$ cat src/rtl/ahb_uvc_pkg.sv
// Shared AHB-Lite definitions for the AHB_UVC bench: HTRANS/HBURST encodings,
// arbiter state encoding and the beat count implied by each HBURST code.
package ahb_uvc_pkg;

  localparam int HTRANS_WIDTH = 2;
  localparam int HBURST_WIDTH = 3;
  localparam int BEATS_WIDTH  = 5;  // holds 0..16

  typedef enum logic [HTRANS_WIDTH-1:0] {
    HTRANS_IDLE   = 2'd0,
    HTRANS_BUSY   = 2'd1,
    HTRANS_NONSEQ = 2'd2,
    HTRANS_SEQ    = 2'd3
  } htrans_e;

  typedef enum logic [HBURST_WIDTH-1:0] {
    HBURST_SINGLE = 3'd0,
    HBURST_INCR   = 3'd1,
    HBURST_WRAP4  = 3'd2,
    HBURST_INCR4  = 3'd3,
    HBURST_WRAP8  = 3'd4,
    HBURST_INCR8  = 3'd5,
    HBURST_WRAP16 = 3'd6,
    HBURST_INCR16 = 3'd7
  } hburst_e;

  typedef enum logic [1:0] {
    ST_PARK   = 2'd0,
    ST_OWN    = 2'd1,
    ST_BURST  = 2'd2,
    ST_LOCKED = 2'd3
  } arb_state_e;

  // Total beats of a burst; undefined-length INCR returns 0 (never holds the bus).
  function automatic logic [BEATS_WIDTH-1:0] burst_beats(input hburst_e burst);
    case (burst)
      HBURST_SINGLE:                burst_beats = 5'd1;
      HBURST_WRAP4,  HBURST_INCR4:  burst_beats = 5'd4;
      HBURST_WRAP8,  HBURST_INCR8:  burst_beats = 5'd8;
      HBURST_WRAP16, HBURST_INCR16: burst_beats = 5'd16;
      default:                      burst_beats = 5'd0;
    endcase
  endfunction

endpackage

$ cat src/rtl/ahb_bus_arbiter_rr_pick.sv
// Round-robin picker: returns the first requester strictly after the pointer,
// wrapping N-1 -> 0; the pointer position itself is considered last.
// Ports:
//   i_req   N  request vector
//   i_ptr   W  index of the most recent winner
//   o_gnt   N  one-hot winner (all-zero when no request)
//   o_valid 1  at least one request present
module rr_pick #(
  parameter  int N = 4,
  localparam int W = $clog2(N)
) (
  input  logic [N-1:0] i_req,
  input  logic [W-1:0] i_ptr,
  output logic [N-1:0] o_gnt,
  output logic         o_valid
);

  int w_idx;

  // NOTE: every output of a combinational block gets a default first, so no
  // path through the loop can leave a value unassigned and infer a latch.
  always_comb begin
    o_gnt   = '0;
    o_valid = 1'b0;
    w_idx   = 0;
    for (int k = 1; k <= N; k++) begin
      w_idx = int'(i_ptr) + k;
      if (w_idx >= N) w_idx = w_idx - N;
      if (!o_valid && i_req[W'(w_idx)]) begin
        o_gnt[W'(w_idx)] = 1'b1;
        o_valid          = 1'b1;
      end
    end
  end

endmodule

$ cat src/rtl/ahb_bus_arbiter.sv
// Round-robin AHB-Lite bus arbiter. Keeps fixed-length bursts and locked
// sequences on one master, parks the bus on DEFAULT_MASTER when idle.
// Ports:
//   hclk, hresetn  clock, asynchronous active-low reset
//   hbusreq/hlock  per-master request and locked-transfer request
//   htrans/hburst  current transfer type / burst type on the bus
//   hready         transfer complete; when low every register holds
//   hgrant         registered one-hot grant
//   hmaster        owner of the current address phase
//   hmastlock      current address phase is locked
module ahb_bus_arbiter
  import ahb_uvc_pkg::*;
#(
  parameter  int NUM_MASTERS    = 4,
  parameter  int DEFAULT_MASTER = 0,
  localparam int MW             = $clog2(NUM_MASTERS)
) (
  input  logic                    hclk,
  input  logic                    hresetn,
  input  logic [NUM_MASTERS-1:0]  hbusreq,
  input  logic [NUM_MASTERS-1:0]  hlock,
  input  logic [HTRANS_WIDTH-1:0] htrans,
  input  logic [HBURST_WIDTH-1:0] hburst,
  input  logic                    hready,
  output logic [NUM_MASTERS-1:0]  hgrant,
  output logic [MW-1:0]           hmaster,
  output logic                    hmastlock
);

  localparam logic [NUM_MASTERS-1:0] DEFAULT_GRANT = NUM_MASTERS'(1) << DEFAULT_MASTER;
  localparam logic [MW-1:0]          DEFAULT_IDX   = MW'(DEFAULT_MASTER);

  function automatic logic [MW-1:0] onehot_idx(input logic [NUM_MASTERS-1:0] vec);
    logic [MW-1:0] idx;
    idx = '0;
    for (int i = 0; i < NUM_MASTERS; i++) begin
      if (vec[i]) idx = idx | MW'(i);
    end
    return idx;
  endfunction

  arb_state_e                r_state, w_state_nxt;
  logic [NUM_MASTERS-1:0]    r_grant, w_grant_nxt;
  logic [MW-1:0]             r_rr_ptr, w_rr_ptr_nxt;
  logic [MW-1:0]             r_hmaster;
  logic                      r_hmastlock;
  logic [BEATS_WIDTH-1:0]    r_beats_left, w_beats_nxt;

  htrans_e                   w_htrans;
  hburst_e                   w_hburst;
  logic [MW-1:0]             w_owner;
  logic                      w_keep;
  logic [NUM_MASTERS-1:0]    w_pick_gnt;
  logic                      w_pick_valid;
  logic [MW-1:0]             w_pick_idx;

  assign w_htrans   = htrans_e'(htrans);
  assign w_hburst   = hburst_e'(hburst);
  assign w_owner    = onehot_idx(r_grant);
  assign w_pick_idx = onehot_idx(w_pick_gnt);

  rr_pick #(.N(NUM_MASTERS)) u_rr_pick (
    .i_req   (hbusreq),
    .i_ptr   (r_rr_ptr),
    .o_gnt   (w_pick_gnt),
    .o_valid (w_pick_valid)
  );

  // Counter value after the current transfer completes. NONSEQ reloads from
  // HBURST, SEQ counts down (saturating), IDLE/BUSY hold.
  always_comb begin
    w_beats_nxt = r_beats_left;
    if (w_htrans == HTRANS_NONSEQ) begin
      w_beats_nxt = burst_beats(w_hburst);
    end else if (w_htrans == HTRANS_SEQ && r_beats_left != '0) begin
      w_beats_nxt = r_beats_left - 5'd1;
    end
  end

  // The owner keeps the bus in OWN while it still requests and either asks
  // for a lock or is continuing an undefined-length INCR.
  assign w_keep = (r_state == ST_OWN) && hbusreq[w_owner] &&
                  (hlock[w_owner] || w_htrans == HTRANS_SEQ);

  // Arbitration looks at the counter value after this beat, so the grant
  // moves during the last beat's address phase and the new owner's first
  // address phase follows the burst without a gap.
  always_comb begin
    w_state_nxt  = r_state;
    w_grant_nxt  = r_grant;
    w_rr_ptr_nxt = r_rr_ptr;
    if (r_state == ST_LOCKED) begin
      if (!hlock[w_owner] && w_htrans != HTRANS_SEQ) w_state_nxt = ST_OWN;
    end else if (w_beats_nxt > 5'd1) begin
      w_state_nxt = ST_BURST;
    end else if (w_keep) begin
      w_state_nxt = hlock[w_owner] ? ST_LOCKED : ST_OWN;
    end else if (w_pick_valid) begin
      w_grant_nxt  = w_pick_gnt;
      w_rr_ptr_nxt = w_pick_idx;
      w_state_nxt  = hlock[w_pick_idx] ? ST_LOCKED : ST_OWN;
    end else begin
      w_grant_nxt = DEFAULT_GRANT;
      w_state_nxt = ST_PARK;
    end
  end

  // NOTE: state registers use non-blocking assignments so every register
  // samples the pre-edge values computed by the combinational blocks.
  always_ff @(posedge hclk or negedge hresetn) begin
    if (!hresetn) begin
      r_state      <= ST_PARK;
      r_grant      <= DEFAULT_GRANT;
      r_rr_ptr     <= DEFAULT_IDX;
      r_beats_left <= '0;
      r_hmaster    <= DEFAULT_IDX;
      r_hmastlock  <= 1'b0;
    end else if (hready) begin
      r_state      <= w_state_nxt;
      r_grant      <= w_grant_nxt;
      r_rr_ptr     <= w_rr_ptr_nxt;
      r_beats_left <= w_beats_nxt;
      r_hmaster    <= w_owner;
      r_hmastlock  <= hlock[w_owner];
    end
  end

  assign hgrant    = r_grant;
  assign hmaster   = r_hmaster;
  assign hmastlock = r_hmastlock;

endmodule

$ cat config.mk
export PLATFORM = sky130hd
export DESIGN_NAME = ahb_bus_arbiter
export DESIGN_NICKNAME = d
export VERILOG_FILES = /design/src/rtl/ahb_uvc_pkg.sv /design/src/rtl/ahb_bus_arbiter_rr_pick.sv /design/src/rtl/ahb_bus_arbiter.sv
export SDC_FILE = /design/constraint.sdc
export NUM_CORES = 1
export LEC_CHECK = 0
export CORE_MARGIN = 4
export CORE_UTILIZATION = 47
export CTS_CLUSTER_DIAMETER = 60
export DETAILED_ROUTE_END_ITERATION = 12
export GPL_TIMING_DRIVEN = 1
export MAX_ROUTING_LAYER = met4
export PLACE_DENSITY_LB_ADDON = 0.25
export SYNTH_ARGS = -nofsm -noshare
export SYNTH_HDL_FRONTEND = slang
export SYNTH_SLANG_ARGS = --single-unit
$ cat constraint.sdc
create_clock -name hclk -period 2.3 [get_ports hclk]
set_input_delay 0.46 -clock hclk [delete_from_list [all_inputs] [get_ports hclk]]
set_output_delay 0.46 -clock hclk [all_outputs]
set_load 0.05 [all_outputs]
==> flow_metrics.tcl <==
set metrics [dict create \
    grt_max_degree 17 \
    fin_crit_sh_pct 106 \
    grt_pass1_vias 1668 \
    wirelength_um 5360 \
    cts.clk_slew.worst_paths_ns 0.13 \
    synth.distinct_cells 53 \
    numCtsBuffers 3 \
    synthCells 157 \
    r2r_start "r_rr_ptr[0]$_DFFE_PN0P_" \
    track_usage_pct 25.2 \
    fmax_mhz 410 \
    drv_slew 0 \
    hpwl_um 3400 \
    ys_ff_latch 16 \
    htree_levels 1 \
    antenna_cells 0 \
    cts_buffer_depth 2 \
    nFillCells 168 \
    ios 23 \
    setup_viol 6 \
    r2r.worst_path.cells 8 \
    cp.required_ns 2.54 \
    grt_overflow 0 \
    crit_arrival_ns 2.67 \
    hold_class "input port to async pin" \
    fin_ws_ns -0.137 \
    yosysWarnings 0 \
    final_area_sq_mm 0.00229 \
    vias_per_cell 6.44 \
    yosys-top-cells-area "dfrtp_1 26%, ha_1 7.0%, o21ai_0 4.6%, mux2i_1 4.2%, mux2_2 3.9%" \
    seq_area_sq_um 407 \
    dpl.cell_count 249 \
    violations "setup timing" \
    ys_seq_area_share_pct 28.1 \
    crit_end "r_state[1]$_DFFE_PN0P_" \
    syn_area_per_cell_sq_um 9.10 \
    post-route-util_pct 80.8 \
    cts_tree "built" \
    status "finished with violations" \
    whs_ns 0.447 \
    rsz0062_at_grt "true" \
    ir_worst_vdd_mv 0.909 \
    drive_gt1_share_pct 42.8 \
    fin_nets 261 \
    initial_core_util_pct 50.5 \
    total_power_mw 3.01 \
    syn_nets 181 \
    cts_root_buffer "clkbuf_4" \
    p_per_area_mw_per_mm2 1320 \
    grt_first_pass_wirelength_um 7670 \
    worst_setup_path_start_kind "register" \
    worst_pin_slew_ns 0.622 \
    place.gp.congestion 1.01 \
    die_h_um 63.1 \
    dp_slack_ns -0.482 \
    fin_skew_ns 0.0219 \
    cp-end-kind "register" \
    insertion_delay_ns 0.33 \
    clock-sinks 16 \
    coreArea_sq_mm 0.00283 \
    period_needed_ns 2.44 \
    io_buffers 22 \
    yosysTopAreaCell "dfrtp_1" \
    row_count 19 \
    firstDrtPassIters 5 \
    tns_ns -0.340 \
    synth_ff_type "dfrtp_1" \
    critical_path_class "register to register" \
    postPlaceCellArea_sq_mm 0.00202 \
    antenna_found_initial 0 \
    design.die.area_sq_mm 0.00399 \
    synthArstFlopShare_pct 100 \
    setup.worst_path.start "r_rr_ptr[0]$_DFFE_PN0P_" \
    detailedRoute.firstIterationViolations 127 \
    area_growth_pct 60.1 \
    wl_per_cell_um 20.1 \
    cts_hold_buffers 0 \
    antenna_left 0 \
    slew_headroom_pct 57.5 \
    syn_area_sq_mm 0.00143 \
    synth-edff-count 0 \
    critPathMaxFanout 8 \
    hold_viol_final 0 \
    yosysTopAreaCellShare_pct 26.3 \
    max_cap_viol_count 0 \
    r2r_slack_ns -0.14 \
    num_vias 1719 \
    die_w_um 63.1 \
    reg2reg_to "r_state[1]$_DFFE_PN0P_" \
    route.detailed.drc 0 \
    fin_cells 267 \
    multi_input_area_sq_mm 0.00113 \
    p_leak_nw 1.03 \
]
## cell usage after synthesis (2+ instances only)
cell type	instances
nand3b_1	3
nor2_1	13
nor3_1	4
a41o_1	3
nor2b_1	4
mux2_2	5
o41ai_1	2
a211oi_1	2
nand2_1	9
and4b_1	2
nand2b_1	3
a21oi_1	8
mux4_1	2
nor4b_1	2
o21ai_0	13
nor3b_1	2
a22oi_1	3
mux2i_1	6
and2_1	2
ha_1	8
a31oi_1	3
dfrtp_1	15
inv_1	12
mux4_2	2
## cell type report
cell class | count | area share (%)
sequential | 16 | 17.8
tap | 31 | 1.70
timing repair buffer | 77 | 27.2
clock buffer | 4 | 1.59
inverter | 12 | 2.08
multi-input combinational | 127 | 49.6
## power breakdown
group	switching (mW)	leakage, nW	internal, mW	total (mW)
Clock	0.117	0.0210	0.0970	0.214
Combinational	1.15	0.826	1.09	2.24
Sequential	0.161	0.186	0.398	0.560
Total	1.43	1.03	1.58	3.01
## worst min path at each step
stage / startpoint / end / slack (ns)
detailed placement: hmastlock$_DFFE_PN0P_ / hmastlock$_DFFE_PN0P_ / 0.48
finish: hresetn / r_state[1]$_DFFE_PN0P_ / 0.45
global route: hresetn / r_state[1]$_DFFE_PN0P_ / 0.45
floorplan: hresetn / hgrant[1]$_DFFE_PN0P_ / 0.16
global placement: hmastlock$_DFFE_PN0P_ / hmastlock$_DFFE_PN0P_ / 0.48
CTS: hresetn / r_state[1]$_DFFE_PN0P_ / 0.47
## layout by cell type, fill, tap and decap left out, types with 4 or more instances in the layout
master	count
buf_4	55
nor2_1	8
mux4_2	4
dlygate4sd2_1	4
clkdlybuf4s50_1	14
a21oi_1	8
ha_1	7
mux2i_1	6
nand2_1	7
inv_1	11
nor2_2	4
dfrtp_2	4
dfrtp_1	11
o21ai_0	8
## cells by family after synthesis
kind of cell | synth area share (%)
muxes | 15.0
and+or+nand+nor | 22.1
buffers and inverters | 4.55
DFF | 28.1
xor gates and xnor gates | 0.613
adders and majority gates | 7.01
AOI/OAI and AO/OA | 22.7
## worst max-delay path, cell delays in order (launching register included)
cell and delay (ns):
dfrtp_2 0.51, inv_4 0.07, ha_4 0.26, mux4_2 0.33, and4b_1 0.22, a41o_1 0.22, or2_4 0.26, o2111a_1 0.23
o32ai_1 0.24
## flip-flops by register name (all words and copies together), names as in the netlist
| register | count |
|---|---|
| hgrant | 4 |
| hmaster | 2 |
| hmastlock | 1 |
| r_beats_left | 5 |
| r_rr_ptr | 2 |
| r_state | 2 |
## metal layers
| metal | wire, um | share of wire, % | track usage [%] |
|---|---|---|---|
| met3 | 342 | 6.4 | 3.73 |
| met4 | 265 | 4.9 | 12.4 |
| met2 | 2660 | 50 | 42.8 |
| met5 | 0 | 0 | - |
| met1 | 2090 | 39 | 29.1 |
## repair_timing
| item | in CTS | in global routing |
|---|---|---|
| buffers inserted | 7 | 6 |
| gates cloned | 1 | 0 |
| gates resized for setup | 21 | 25 |
| pin swaps | 5 | 7 |
| endpoints found under the setup margin | 8 | 7 |
No activity file was read; power rests on OpenSTA's default activity.
